==> src/rtl/uart_pkg.sv <==
// Shared UART types and encodings: receiver FSM states and the frame-format
// field encodings used by the register block.
package uart_pkg;

    typedef enum logic [2:0] {
        IDLE,
        START,
        DATA,
        PARITY,
        STOP
    } rx_state_e;

    localparam logic [1:0] DBITS_5 = 2'b00;
    localparam logic [1:0] DBITS_6 = 2'b01;
    localparam logic [1:0] DBITS_7 = 2'b10;
    localparam logic [1:0] DBITS_8 = 2'b11;

    localparam logic PARITY_EVEN = 1'b0;
    localparam logic PARITY_ODD  = 1'b1;

    localparam logic STOP_1 = 1'b0;
    localparam logic STOP_2 = 1'b1;

    // Index of the last data bit for a data-bit-count encoding (5..8 bits -> 4..7).
    function automatic logic [2:0] last_bit_idx(input logic [1:0] dbits);
        return 3'd4 + {1'b0, dbits};
    endfunction

endpackage

==> src/rtl/uart_sync.sv <==
// Multi-flop synchroniser for an asynchronous single-bit input; the reset
// value is a parameter so idle-high lines do not see a false edge after reset.
module uart_sync #(
    parameter int   STAGES  = 2,
    parameter logic RST_VAL = 1'b1
) (
    input  logic clk,
    input  logic rst_n,
    input  logic i_d,
    output logic o_q
);

    logic [STAGES-1:0] r_chain;

    always_ff @(posedge clk) begin
        if (!rst_n) begin
            r_chain <= {STAGES{RST_VAL}};
        end else begin
            r_chain <= {r_chain[STAGES-2:0], i_d};
        end
    end

    assign o_q = r_chain[STAGES-1];

endmodule

==> src/rtl/uart_rx.sv <==
// UART receiver: oversampled start/data/parity/stop deserialiser with
// frame/parity/overrun status and rts_n flow control.
module uart_rx
    import uart_pkg::*;
#(
    parameter int OVERSAMPLE  = 16,
    parameter int SYNC_STAGES = 2
) (
    input  logic        clk,
    input  logic        rst_n,
    input  logic [1:0]  data_bit_num_i,
    input  logic        parity_en_i,
    input  logic        parity_type_i,
    input  logic        stop_bit_num_i,
    input  logic        rx,
    input  logic        rx_tick,
    input  logic        rx_read_i,
    output logic        rx_done_o,
    output logic [31:0] rx_data_o,
    output logic        parity_err_o,
    output logic        frame_err_o,
    output logic        overrun_err_o,
    output logic        rts_n
);

    localparam int            TW        = $clog2(OVERSAMPLE);
    localparam logic [TW-1:0] TICK_MID  = TW'(OVERSAMPLE / 2 - 1);
    localparam logic [TW-1:0] TICK_LAST = TW'(OVERSAMPLE - 1);

    logic                   w_rx_s;
    logic                   w_tick;
    logic                   w_mid_bit;
    logic                   w_frame_end;
    logic [SYNC_STAGES-1:0] r_tick_dly;

    rx_state_e              r_state;
    logic [TW-1:0]          r_tick_cnt;
    logic [2:0]             r_bit_cnt;
    logic [2:0]             r_last_bit;
    logic                   r_par_en;
    logic                   r_par_type;
    logic                   r_stop2;
    logic [7:0]             r_shift;
    logic                   r_par_acc;
    logic                   r_frm_acc;
    logic                   r_armed;

    logic                   r_done;
    logic [7:0]             r_data;
    logic                   r_parity_err;
    logic                   r_frame_err;
    logic                   r_full;
    logic                   r_was_full;
    logic                   r_overrun;
    logic                   r_rts_n;

    uart_sync #(
        .STAGES  (SYNC_STAGES),
        .RST_VAL (1'b1)
    ) u_sync (
        .clk   (clk),
        .rst_n (rst_n),
        .i_d   (rx),
        .o_q   (w_rx_s)
    );

    // The tick is delayed by the synchroniser depth so each tick samples the
    // rx level that was on the pin when the tick was issued.
    always_ff @(posedge clk) begin
        if (!rst_n) begin
            r_tick_dly <= '0;
        end else begin
            r_tick_dly <= {r_tick_dly[SYNC_STAGES-2:0], rx_tick};
        end
    end

    assign w_tick      = r_tick_dly[SYNC_STAGES-1];
    assign w_mid_bit   = w_tick && (r_tick_cnt == TICK_LAST);
    assign w_frame_end = (r_state == STOP) && w_mid_bit && (r_bit_cnt == {2'b00, r_stop2});

    always_ff @(posedge clk) begin
        if (!rst_n) begin
            r_state      <= IDLE;
            r_tick_cnt   <= '0;
            r_bit_cnt    <= '0;
            r_last_bit   <= '0;
            r_par_en     <= 1'b0;
            r_par_type   <= 1'b0;
            r_stop2      <= 1'b0;
            r_par_acc    <= 1'b0;
            r_frm_acc    <= 1'b0;
            r_armed      <= 1'b0;
            r_done       <= 1'b0;
            r_data       <= '0;
            r_parity_err <= 1'b0;
            r_frame_err  <= 1'b0;
        end else begin
            r_done <= 1'b0;
            case (r_state)
                // A start bit is only accepted once the line has been seen high.
                IDLE: begin
                    if (w_tick) begin
                        if (w_rx_s) begin
                            r_armed <= 1'b1;
                        end else if (r_armed) begin
                            r_state    <= START;
                            r_tick_cnt <= '0;
                        end
                    end
                end
                START: begin
                    if (w_tick) begin
                        if (r_tick_cnt == TICK_MID) begin
                            r_tick_cnt <= '0;
                            if (w_rx_s) begin
                                r_state <= IDLE;
                            end else begin
                                r_state    <= DATA;
                                r_last_bit <= last_bit_idx(data_bit_num_i);
                                r_par_en   <= parity_en_i;
                                r_par_type <= parity_type_i;
                                r_stop2    <= (stop_bit_num_i == STOP_2);
                                r_bit_cnt  <= '0;
                                r_shift    <= '0;
                                r_par_acc  <= 1'b0;
                                r_frm_acc  <= 1'b0;
                            end
                        end else begin
                            r_tick_cnt <= r_tick_cnt + 1'b1;
                        end
                    end
                end
                DATA: begin
                    if (w_mid_bit) begin
                        r_tick_cnt           <= '0;
                        r_shift[r_bit_cnt]   <= w_rx_s;
                        if (r_bit_cnt == r_last_bit) begin
                            r_bit_cnt <= '0;
                            r_state   <= r_par_en ? PARITY : STOP;
                        end else begin
                            r_bit_cnt <= r_bit_cnt + 3'd1;
                        end
                    end else if (w_tick) begin
                        r_tick_cnt <= r_tick_cnt + 1'b1;
                    end
                end
                PARITY: begin
                    if (w_mid_bit) begin
                        r_tick_cnt <= '0;
                        r_par_acc  <= ((^r_shift) ^ w_rx_s) != r_par_type;
                        r_state    <= STOP;
                    end else if (w_tick) begin
                        r_tick_cnt <= r_tick_cnt + 1'b1;
                    end
                end
                // The frame closes at the middle of the last stop bit.
                STOP: begin
                    if (w_frame_end) begin
                        r_tick_cnt   <= '0;
                        r_state      <= IDLE;
                        r_armed      <= 1'b0;
                        r_done       <= 1'b1;
                        r_data       <= r_shift;
                        r_parity_err <= r_par_acc;
                        r_frame_err  <= r_frm_acc | ~w_rx_s;
                    end else if (w_mid_bit) begin
                        r_tick_cnt <= '0;
                        r_frm_acc  <= r_frm_acc | ~w_rx_s;
                        r_bit_cnt  <= r_bit_cnt + 3'd1;
                    end else if (w_tick) begin
                        r_tick_cnt <= r_tick_cnt + 1'b1;
                    end
                end
                default: r_state <= IDLE;
            endcase
        end
    end

    // Overrun is judged while rx_done_o is high so a read issued with the done pulse still counts.
    always_ff @(posedge clk) begin
        if (!rst_n) begin
            r_full     <= 1'b0;
            r_was_full <= 1'b0;
            r_overrun  <= 1'b0;
            r_rts_n    <= 1'b1;
        end else begin
            r_rts_n <= r_full;
            if (w_frame_end) begin
                r_full     <= 1'b1;
                r_was_full <= r_full & ~rx_read_i;
            end else if (r_done) begin
                if (r_was_full && !rx_read_i) begin
                    r_overrun <= 1'b1;
                end
            end else if (rx_read_i) begin
                r_full    <= 1'b0;
                r_overrun <= 1'b0;
            end
        end
    end

    assign rx_done_o     = r_done;
    assign rx_data_o     = {24'b0, r_data};
    assign parity_err_o  = r_parity_err;
    assign frame_err_o   = r_frame_err;
    assign overrun_err_o = r_overrun;
    assign rts_n         = r_rts_n;

endmodule

==> config.mk <==
export PLATFORM = sky130hd
export DESIGN_NAME = uart_rx
export DESIGN_NICKNAME = d
export VERILOG_FILES = /design/src/rtl/uart_pkg.sv /design/src/rtl/uart_sync.sv /design/src/rtl/uart_rx.sv
export SDC_FILE = /design/constraint.sdc
export NUM_CORES = 1
export LEC_CHECK = 0
export BUFFER_PORTS_ARGS = -buffer_cell sky130_fd_sc_hd__buf_2
export CORE_MARGIN = 2
export CORE_UTILIZATION = 55
export DETAILED_ROUTE_END_ITERATION = 6
export GPL_ROUTABILITY_DRIVEN = 0
export PLACE_DENSITY = 0.79
export SYNTH_ARGS = -nofsm -noshare
export SYNTH_HDL_FRONTEND = slang
export SYNTH_SLANG_ARGS = --single-unit
==> constraint.sdc <==
create_clock -name clk -period 2.3 [get_ports clk]
set_input_delay 0.46 -clock clk [delete_from_list [all_inputs] [get_ports clk]]
set_output_delay 0.46 -clock clk [all_outputs]
set_load 0.005 [all_outputs]
[Word level (Yosys, flattened, before mapping)]
Cells that the tools add are included.
Operators by class
  multiplexer cells: 55
  add/sub/neg operators: 3
  equality and inequality tests: 24
  bitwise gates (word level): 6
  order comparisons: 2
  reductions and logical operators: 29
Operator list (count)
  $mux W3: 17
  $mux W4: 8
  $mux W8: 4
  $ne A2 B2 Y1 const B: 13
  $mux W1: 16
  $pmux W4 S4: 1
  $pmux W8 S2: 1
  $pmux W3 S5: 1
  $reduce_and A6 Y1: 2
  $reduce_bool A2 Y1: 6
  $reduce_and A5 Y1: 2
  $pmux W3 S3: 1
  $reduce_and A9 Y1: 1
  $bwmux W8: 1
  $reduce_and A4 Y1: 2
  $reduce_xor A8 Y1: 1
  $reduce_and A7 Y1: 1
  $eq A3 B2 Y1 const B: 2
  $pmux W1 S2: 3
  $reduce_and A2 Y1: 3
  $logic_and A1 B1 Y1: 5
  $add A4 B1 Y4 const B: 1
  $eq A4 B3 Y1 const B: 1
  $eq A4 B4 Y1 const B: 1
  22 further kinds: 25
Word-level totals
  input port bits: 10
  output and inout port bits: 37
  register bits after elaboration: 46

[Depth between registers and ports, before layout]
Gate-level depths: netlist (run 1).
  depth in word-level cells: 7
  mapped depth: 7
  mapped depth without buffers: 6

[Cells and area by module]
From an unflattened synthesis (run 1), not the netlist that was laid out.
Unflattened totals
  cell total of the unflattened synthesis: 283
  area, all modules: 2538.7 um^2
By module, submodules not included
  uart_rx: cells an instance 279, sequential area each 960.9 um^2, instances 1, area an instance 2486.1 um^2
  uart_sync: cells an instance 4, sequential area each 40.0 um^2, instances 1, area an instance 52.6 um^2

[Worst setup path after synthesis (run 1)]
No wires, ideal clock.
  path kind: register -> register
  from: register r_tick_cnt[0]
  to: register r_state[2]
  setup slack: 0.394 ns
  required time: 2.230 ns
  stages on the path, launching flop included: 7
  buffers on the path: 0
  data arrival time: 1.836 ns
  setup time: 0.070 ns
  path through: dfxtp_1 -> ha_1 -> and4_4 -> a31oi_1 -> a211o_1 -> or4_1 -> a21oi_1
On the way
  cells in the longest elaborated chain, start to end: 6
  elaborated cells between the ends (all ways): 10
  classes of those cells: 6 x eq/ne; 4 x reduce/logical
RTL lines
  from (decl): line uart_rx.sv:37  | logic [TW-1:0] r_tick_cnt;
  from (signal assigned): line uart_rx.sv:129  | r_tick_cnt <= r_tick_cnt + 1'b1;
  from (signal assigned): line uart_rx.sv:144  | r_tick_cnt <= r_tick_cnt + 1'b1;
  from (signal assigned): line uart_rx.sv:153  | r_tick_cnt <= r_tick_cnt + 1'b1;
  $eq A4 B4 Y1: line uart_rx.sv:78  | assign w_mid_bit = w_tick && (r_tick_cnt == TICK_LAST);
  $logic_and A1 B1 Y1: line uart_rx.sv:78
  $logic_and A1 B1 Y1 (2 in a row): line uart_rx.sv:79  | assign w_frame_end = (r_state == STOP) && w_mid_bit && (r_bit_cnt == {2'b00, r_stop2});
  $ne A2 B2 Y1 (no source line)
  $reduce_and A9 Y1 (no source line) (*)
  to (signal assigned): line uart_rx.sv:139  | r_state <= r_par_en ? PARITY : STOP;
  to (decl): line uart_rx.sv:36  | rx_state_e r_state;
Mark *: on every way between the ends. The rest lies on a longest branch, timed or not.
A chain may end at the register's enable or synchronous reset.

[Worst setup path in the final report (run 1)]
Same ends and word-level chain as after synthesis.

==> impl_results.md, run 1 <==
* Critical Path RT at 2.52 ns
* R2R Path Start: r_tick_cnt[0]$_SDFFE_PN0P_
* Final max-slew violation count at 0
* Worst Hold Slack at 0.339 ns
* Part of the Yosys area used for sequential elements at 38.3%
* CP Capture Type: flip-flop
* Skew-Pair Late Insertion Delay at 0.30 ns
* Antenna Nets Post-Route at 0
* Cells after Synth at 291
* Slew margin rel. at 64.0%
* Drt first pass iters at 5
* Vias per Instance at 5.49
* Setup CP Type: reg2reg
* CTS sink cnt at 46
* DRC at 0
* Status: complete, no violations
* Die height at 73.0 um
* Switching Fraction at 20.4%
* Initial antenna violation count at 0
* Crit path from: r_tick_cnt[0]$_SDFFE_PN0P_
* Vias in the first global route at 1,735
* Max VDD drop at 0.000330 V
* I/O Pins at 47
* Post-DP HPWL at 3590 um
* Final period util at 92.8%
* Max-cap violations at 0
* Synth warn at 0
* Core area at 4660 sq um
* Cell variety after synth at 56
* Placed insts at 355
* Hold Path Origin: rx
* First-pass GRT wire length at 8190 um
* Slew @ Worst Pin at 0.539 ns
* Avg WL per Cell at 13.8 um
* Final hold viol count at 0
* WL final at 5030 um
* Site row count at 25
* Mapped Area at 2620 sq um
* P_sw at 299 uW
* Clock share of power at 40.2%
* Critical Path Start Type: flip-flop
* Port Buffers at 22
* HP Class: in2reg
* Asr flop ratio synth at 0%
* Setup Buffers After CTS at 0
* EDFF count, synth at 8
* Placed Area at 2630 sq um
* Worst Skew at 0.00819 ns
* DR vias at 1,994
* Gr ovfl total at 0
* Finished Core Util at 58.7%
* TritonCTS clock tree: yes
* Finished Layout Cells at 363
* Final setup vio count at 0
* Post-CTS Resized at 0
* WP data arrival at 2.36 ns
* Nets at 320
* Post-route design area at 2740 sq um
* Syn avg cell area at 8.99 sq um
* #FFs+latches synth at 46
* Starting DRT DRC Count at 199
* CTS root buf: clkbuf_8
* Primary FF master, synth: dfxtp_1
* Combinational power share at 3.5%
* GRT Util Overall at 19.8%
* Cell Pwr Density at 534 nW/um^2
* Initial core utilization at 56.1%
* Tmin final at 2.14 ns
* P_int at 1.16 mW
* FILL cells at 406
* Largest net degree at the start of global routing at 22
* CTS H-tree depth at 2
* CP max FO at 7
* Setup slack after layout at 0.165 ns
* Flop pwr share at 56.4%
* Pre-CTS WS at 0.244 ns
* Fmax at 0.468 GHz
* Area Growth Syn to Fin at 4.69%
* Max Root-Sink Buffers at 2
* Design Power at 1.46 mW
* Num CTS Buffers at 5
* P_leak at 1.05 nW
* Clock transition at the registers of the reported paths at 0.08 ns
* Die X at 73.0 um
* Antenna Cells at 0
* Hold_buf cts at 0
* Share of cells above drive strength 1 at 15.5%
* RSZ-0062 raised after global routing: false
* Die ar. at 5320 sq um
* Setup TNS at 0 ns
==> critical path, cell delays in order, from the launching register on <==
cell	delay, ns
dfxtp_1	0.38
ha_1	0.31
and4_4	0.30
a31oi_1	0.09
a211o_1	0.32
or4_1	0.51
a21oi_1	0.15
==> power groups by stage <==
stage	sequential (mW)	clock (mW)	combinational [mW]
after floorplan	0.840	0	0.0652
after global placement	0.843	0	0.0489
after detailed placement	0.843	0	0.0497
after CTS	0.824	0.594	0.0498
after global routing	0.825	0.624	0.0585
final	0.824	0.587	0.0505
==> area by class of cell <==
| type | count | area, sq um | share of cell area [%] |
|---|---|---|---|
| Clock inverter | 1 | 30.0 | 1.10 |
| Sequential cell | 46 | 1000 | 36.6 |
| Tap cell | 54 | 67.6 | 2.47 |
| Multi-Input combinational cell | 218 | 1370 | 50.0 |
| Inverter | 8 | 30.0 | 1.10 |
| Clock buffer | 7 | 76.3 | 2.79 |
| Timing Repair Buffer | 29 | 163 | 5.94 |
==> worst paths after layout <==
check	end	slack [ns]	cells after the start
setup / recovery	r_state[2]$_SDFFE_PN0P_	0.16	6
hold / removal	u_sync.r_chain[0]$_SDFF_PN1_	0.34	2
setup reg to reg	r_state[2]$_SDFFE_PN0P_	0.16	6
hold reg to reg	u_sync.r_chain[1]$_SDFF_PN1_	0.42	1
==> cells by family after synthesis <==
| logic type | share of synthesized area, % |
|---|---|
| flip-flops | 38.3 |
| adder cells (fa/ha/maj) | 0.957 |
| AND/OR/NAND/NOR | 22.2 |
| AO/OA/AOI/OAI | 14.6 |
| other | 0.143 |
| buffers and inverters | 12.6 |
| multiplexers | 6.12 |
| XOR/XNOR | 5.07 |
==> layer usage <==
metal / global-route usage [%] / wire length (um)
met1: 26.9 / 2310
met4: 7.00 / 91
met2: 31.4 / 2320
met3: 3.87 / 300
met5: 0 / 0
==> placed cells by master, fill, tap and decap left out, types with 6 or more instances in the layout <==
cell type  count
a21boi_0       8
nand3b_1       7
dfxtp_1       38
buf_2         22
nand2_1       30
mux2i_1       16
buf_4          7
inv_1          8
conb_1        24
a21oi_1       22
xnor2_1       12
edfxtp_1       8
o21ai_0        7
nand3_1        6
nor2_1        20
nand2b_1       6
==> cell usage after synthesis (8+ instances only) <==
| library cell | n | share of area, % |
|---|---|---|
| buf_4 | 24 | 6.9 |
| inv_1 | 8 | 1.1 |
| xnor2_1 | 12 | 4.0 |
| a21boi_0 | 8 | 2.3 |
| mux2i_1 | 16 | 6.1 |
| edfxtp_1 | 8 | 9.2 |
| a21oi_1 | 22 | 4.2 |
| nand2_1 | 30 | 4.3 |
| nor2_1 | 20 | 2.9 |
| clkbuf_1 | 11 | 1.6 |
| dfxtp_1 | 38 | 29 |
==> registers in the layout (all words and copies together) (netlist names) <==
name,count
r_data,8
r_shift,8
r_tick_cnt,4
r_bit_cnt,3
r_last_bit,3
r_state,3
r_tick_dly,2
u_sync.r_chain,2
frame_err_o,1
overrun_err_o,1
parity_err_o,1
r_armed,1
r_frm_acc,1
r_full,1
r_par_acc,1
r_par_en,1
r_par_type,1
r_stop2,1
r_was_full,1
rts_n,1
rx_done_o,1
(Power assumes the default switching activity.)
==> run 2: changes to the inputs <==
--- a/config.mk
+++ b/config.mk
@@ -8,6 +8,7 @@
 export BUFFER_PORTS_ARGS = -buffer_cell sky130_fd_sc_hd__buf_2
 export CORE_MARGIN = 2
 export CORE_UTILIZATION = 55
+export CTS_BUF_LIST = sky130_fd_sc_hd__clkbuf_4 sky130_fd_sc_hd__clkbuf_8
 export DETAILED_ROUTE_END_ITERATION = 6
 export GPL_ROUTABILITY_DRIVEN = 0
 export PLACE_DENSITY = 0.79
==> run 2 against run 1 <==
  * First-iteration DRC count down 12%
  * Clock power is 4.3% higher
  * Global-route usage hardly changed
  * Critical path type unchanged
  * Routed wire length up 1.2%
  * Design area increased by 0.27%
  * Setup slack worse by 0.0059 ns
  * Combinational power hardly changed
  * Via count grew 0.50%
  * Highest routed layer unchanged
==> impl_results.md, run 2 (same netlist as run 1, synthesis figures left out) <==
* Finished Layout Cells at 363 (unchanged)
* Post-route design area at 2750 sq um (+0.27%)
* CTS sink cnt at 46 (unchanged)
* Die ar. at 5320 sq um (unchanged)
* DR vias at 2,004 (+0.50%)
* Fmax at 0.467 GHz (-0.28%)
* WL met3 at 340 um (+13%)
* RSZ-0062 raised after global routing: false
* Max VDD drop at 0.000332 V (+0.64%)
* WL final at 5080 um (+1.2%)
* TritonCTS clock tree: yes
* Critical Path Start Type: flip-flop
* Core area at 4660 sq um (unchanged)
* Port Buffers at 22 (unchanged)
* Slew @ Worst Pin at 0.551 ns (+0.0127 ns)
* Max-cap violations at 0 (unchanged)
* Nets at 320 (unchanged)
* Cell Pwr Density at 542 nW/um^2 (+1.5%)
* Post-CTS Resized at 0 (unchanged)
* Clock transition at the registers of the reported paths at 0.08 ns (about the same)
* Final max-slew violation count at 0 (unchanged)
* Hold_buf cts at 0 (unchanged)
* Num CTS Buffers at 5 (unchanged)
* I/O Pins at 47 (unchanged)
* CTS H-tree depth at 2 (unchanged)
* Placed Area at 2630 sq um (unchanged)
* CTS root buf: clkbuf_8
* GRT Util Overall at 19.8% (+0.029 points)
* Largest net degree at the start of global routing at 22 (unchanged)
* Final period util at 93.1% (+0.26 points)
* Biggest regs: r_data (8), r_shift (8), r_tick_cnt (4)
* Status: complete, no violations
* Critical Path RT at 2.52 ns (about the same)
* Gr ovfl total at 0 (unchanged)
* Setup Buffers After CTS at 0 (unchanged)
* Setup CP Type: reg2reg
* Most common cell after layout, fill and taps aside: dfxtp_1
* Final setup vio count at 0 (unchanged)
* Starting DRT DRC Count at 175 (-12%)
* WP data arrival at 2.36 ns (about the same)
* Met2 WL at 2310 um (-0.60%)
* Slew margin rel. at 63.2% (-0.85 points)
* Drt first pass iters at 4 (-1)
* Most frequent cells in the layout: 38 x dfxtp_1, 30 x nand2_1, 24 x conb_1
* Worst Skew at 0.00787 ns (-0.000315 ns)
* Final hold viol count at 0 (unchanged)
* Vias in the first global route at 1,734 (-0.058%)
* Share of cells above drive strength 1 at 16.2% (+0.65 points)
* Skew-Pair Late Insertion Delay at 0.30 ns (about the same)
* Worst path slowest cell: or4_1
* Max Root-Sink Buffers at 2 (unchanged)
* Antenna Cells at 0 (unchanged)
* Worst-path cell chain: ha_1 > and4_4 > a31oi_1 > a211o_1 > or4_1 > a21oi_1
* DRC at 0 (unchanged)
* DRT met1 WL at 2320 um (+0.30%)
* Largest stage delay on the critical path at 0.51 ns (about the same)
* Die X at 73.0 um (unchanged)
* Setup TNS at 0 ns (unchanged)
* Post-DP HPWL at 3590 um (unchanged)
* P_leak at 1.06 nW (+0.65%)
* CP Capture Type: flip-flop
* Avg WL per Cell at 14.0 um (+1.2%)
* Tmin final at 2.14 ns (+0.00590 ns)
* Initial core utilization at 56.1% (unchanged)
* CP max FO at 7 (unchanged)
* Placed insts at 355 (unchanged)
* Die height at 73.0 um (unchanged)
* Antenna Nets Post-Route at 0 (unchanged)
* HP Class: in2reg
* Vias per Instance at 5.52 (+0.50%)
* Top routing layer in use: met4
* First-pass GRT wire length at 8190 um (unchanged)
* Site row count at 25 (unchanged)
* Area Growth Syn to Fin at 4.98%
* Initial antenna violation count at 0 (unchanged)
==> run 2: worst max-delay path, delay by kind of cell, from the launching register on <==
kind | cells | cell delay (ns)
adder cells (fa/ha/maj) | 1 | 0.31
flip-flops | 1 | 0.39
AND/OR/NAND/NOR | 2 | 0.81
AO/OA/AOI/OAI | 3 | 0.57
==> run 2: final timing paths <==
path                                              startpoint                            to  slack, ns  cells past startpoint
worst min register to register  u_sync.r_chain[0]$_SDFF_PN1_  u_sync.r_chain[1]$_SDFF_PN1_       0.42                      1
worst max register to register    r_tick_cnt[0]$_SDFFE_PN0P_       r_state[2]$_SDFFE_PN0P_       0.16                      6
worst min-delay path                                      rx  u_sync.r_chain[0]$_SDFF_PN1_       0.34                      2
worst max-delay path              r_tick_cnt[0]$_SDFFE_PN0P_       r_state[2]$_SDFFE_PN0P_       0.16                      6
==> run 2: power by group <==
| part | internal (mW) | switching, mW |
|---|---|---|
| clock network | 0.349 | 0.263 |
| logic | 0.0178 | 0.0328 |
| registers | 0.820 | 0.00428 |
==> run 2: layout make-up <==
cell class                 instances  area (sq um)
multi-input combinational        218          1370
tap                               54          67.6
clock buffer                       7          83.8
inverter                           8          30.0
fill                             406          1920
clock inverter                     1          30.0
sequential                        46          1000
timing repair buffer              29           163
==> run 2: per-layer routing <==
metal	vias to the layer above	global-route usage [%]
met5	-	0
met4	0	7.00
met3	11	3.87
met2	83	31.6
met1	917	26.8
li1	993	-
==> run 2: metrics by stage <==
stage | hold WS, ns | power [mW] | utilization (%) | worst slack, ns
after floorplan | 0.386 | 0.905 | - | 0.394
after global placement | 0.401 | 0.892 | 56.5 | 0.314
after detailed placement | 0.399 | 0.893 | 56.5 | 0.244
after CTS | 0.341 | 1.49 | 58.9 | 0.202
after global routing | 0.350 | 1.53 | 58.9 | 0.0700
final | 0.338 | 1.49 | 58.9 | 0.159
==> run 3: changes to the inputs <==
--- a/config.mk
+++ b/config.mk
@@ -7,11 +7,12 @@
 export LEC_CHECK = 0
 export BUFFER_PORTS_ARGS = -buffer_cell sky130_fd_sc_hd__buf_2
 export CORE_MARGIN = 2
-export CORE_UTILIZATION = 55
+export CORE_UTILIZATION = 50
 export CTS_BUF_LIST = sky130_fd_sc_hd__clkbuf_4 sky130_fd_sc_hd__clkbuf_8
 export DETAILED_ROUTE_END_ITERATION = 6
 export GPL_ROUTABILITY_DRIVEN = 0
-export PLACE_DENSITY = 0.79
+export PLACE_DENSITY = 0.73
+export REMOVE_ABC_BUFFERS = 1
 export SYNTH_ARGS = -nofsm -noshare
 export SYNTH_HDL_FRONTEND = slang
 export SYNTH_SLANG_ARGS = --single-unit
==> run 3 against run 2 <==
  * Design area up 1.8%
  * Largest cell class unchanged
  * Routed wire length fell by 3.5%
  * Sequential share of layout area fell by 0.65 points
  * Cell count increased by 5.5%
  * Setup slack better by 0.020 ns
  * Die area grew 9.4%
  * Clock skew about the same
  * Critical endpoint unchanged
  * First-iteration DRC count decreased by 41%
  * Hold slack better by 0.0066 ns
  * Sequential power hardly changed
==> impl_results.md, run 3 (same netlist as run 1, synthesis figures left out) <==
* Status: complete, no violations
* P_leak at 1.07 nW (+1.2%)
* Crit path from: r_tick_cnt[0]$_SDFFE_PN0P_
* Largest net degree at the start of global routing at 17 (-23%)
* Core area at 5070 sq um (+8.9%)
* Setup TNS at 0 ns (unchanged)
* Initial core utilization at 51.5% (-4.6 points)
* CTS root buf: clkbuf_8
* Hold_buf cts at 0 (unchanged)
* Design Power at 1.49 mW (about the same)
* Max-cap violations at 0 (unchanged)
* Avg WL per Cell at 12.8 um (-8.5%)
* Initial antenna violation count at 0 (unchanged)
* Finished Core Util at 55.1% (-3.8 points)
* Critical Path RT at 2.53 ns (about the same)
* Site row count at 26 (+4.0%)
* Biggest regs: r_data (8), r_shift (8), r_tick_cnt (4)
* Reg2reg setup slack at 0.18 ns (+0.02 ns)
* Max Root-Sink Buffers at 2 (unchanged)
* CTS H-tree depth at 2 (unchanged)
* Starting DRT DRC Count at 104 (-41%)
* Final max-slew violation count at 0 (unchanged)
* Clock transition at the registers of the reported paths at 0.09 ns (about the same)
* Critical Path Start Type: flip-flop
* End of the critical path: r_state[2]$_SDFFE_PN0P_
* CP max FO at 7 (unchanged)
* RSZ-0062 raised after global routing: false
* FILL cells at 490 (+21%)
* Cell Pwr Density at 532 nW/um^2 (-1.9%)
* Die X at 76.3 um (+4.6%)
* Skew-Pair Late Insertion Delay at 0.30 ns (about the same)
* Final setup vio count at 0 (unchanged)
* Port Buffers at 22 (unchanged)
* WL final at 4910 um (-3.5%)
* Reg2Reg Depth at 6 (unchanged)
* Setup CP Type: reg2reg
* Critical R2R Capture: r_state[2]$_SDFFE_PN0P_
* Share of cells above drive strength 1 at 17.3% (+1.1 points)
* Tmin final at 2.12 ns (-0.0198 ns)
* Area Growth Syn to Fin at 6.89%
* Antenna Nets Post-Route at 0 (unchanged)
* Max VDD drop at 0.000461 V (+39%)
* Vias per Instance at 5.16 (-6.5%)
* Finished Layout Cells at 383 (+5.5%)
* Final hold viol count at 0 (unchanged)
* Nets at 324 (+1.3%)
* TritonCTS clock tree: yes
* First-pass GRT wire length at 8200 um (+0.17%)
* WP data arrival at 2.35 ns (about the same)
* Met3 Resource Use GR at 4.86% (+0.99 points)
* HP Class: in2reg
* Post-CTS Resized at 0 (unchanged)
* DR vias at 1,977 (-1.3%)
* Drt first pass iters at 4 (unchanged)
* GR Util met1 at 23.3% (-3.5 points)
* Post-DP HPWL at 3570 um (-0.73%)
* Final period util at 92.2% (-0.86 points)
* Num CTS Buffers at 5 (unchanged)
* Setup Buffers After CTS at 0 (unchanged)
* Slew margin rel. at 65.0% (+1.8 points)
* Gr ovfl total at 0 (unchanged)
* Met2 usage at 27.9% (-3.7 points)
* Worst Skew at 0.00740 ns (-0.000475 ns)
* Most used routing layer: met2
* Hold Path Origin: rx
* Die ar. at 5820 sq um (+9.4%)
* Worst Hold Slack at 0.345 ns (+0.00662 ns)
* R2R Path Start: r_tick_cnt[0]$_SDFFE_PN0P_
* Slew @ Worst Pin at 0.525 ns (-0.0268 ns)
* I/O Pins at 47 (unchanged)
* Placed insts at 375 (+5.6%)
* Antenna Cells at 0 (unchanged)
* Fmax at 0.471 GHz (+0.93%)
* CTS sink cnt at 46 (unchanged)
* CP Capture Type: flip-flop
* DRC at 0 (unchanged)
* Die height at 76.3 um (+4.6%)
* GRT Util Overall at 17.5% (-2.3 points)
* Vias in the first global route at 1,728 (-0.35%)
* Most frequent cells in the layout: 38 x dfxtp_1, 30 x nand2_1, 24 x conb_1
* Most common cell after layout, fill and taps aside: dfxtp_1
-- run 3: cell count changes in the layout (fill, tap and decap cells not counted), sizes merged --
cell	before	now
buf	29	33
clkbuf	7	6
clkinvlp	0	1
-- run 3: worst max-delay path, stage by stage (launching register included) --
cell and delay, ns:
dfxtp_1 0.40, ha_1 0.31, and4_4 0.29, a31oi_1 0.09
a211o_1 0.32, or4_1 0.51, a21oi_1 0.14
-- run 3: metal layers --
| layer | vias up | share of wire [%] |
|---|---|---|
| met5 | - | 0 |
| met4 | 0 | 1.3 |
| met3 | 7 | 4.2 |
| met2 | 47 | 47 |
| met1 | 920 | 47 |
| li1 | 1003 | - |
-- run 3: per-stage QoR --
stage	cell area (sq um)	setup WS, ns
2_1_floorplan	2400	0.393
3_3_place_gp	2680	0.299
3_5_place_dp	2680	0.227
4_1_cts	2800	0.204
5_1_grt	2800	0.0879
6_report	2800	0.179
-- run 3: layout make-up --
class                      instances  area (sq um)  area share, %
multi-input combinational        218          1370           49.0
sequential                        46          1000           35.8
timing repair buffer              33           193           6.89
tap                               70          87.6           3.13
clock buffer                       6          76.3           2.73
clock inverter                     2          37.5           1.34
inverter                           8          30.0           1.07
-- run 3: power breakdown --
part | switching [mW] | internal, mW
logic | 0.0347 | 0.0197
clock network | 0.274 | 0.336
registers | 0.00186 | 0.820
total | 0.310 | 1.18
-- run 3: worst min path at each step --
stage                                   endpoint  depth (start not counted)  slack [ns]
CTS                 u_sync.r_chain[0]$_SDFF_PN1_                          2        0.34
detailed placement  u_sync.r_chain[1]$_SDFF_PN1_                          1        0.39
global placement    u_sync.r_chain[1]$_SDFF_PN1_                          1        0.39
global route        u_sync.r_chain[0]$_SDFF_PN1_                          2        0.34
finish              u_sync.r_chain[0]$_SDFF_PN1_                          2        0.34
floorplan           u_sync.r_chain[1]$_SDFF_PN1_                          1        0.39
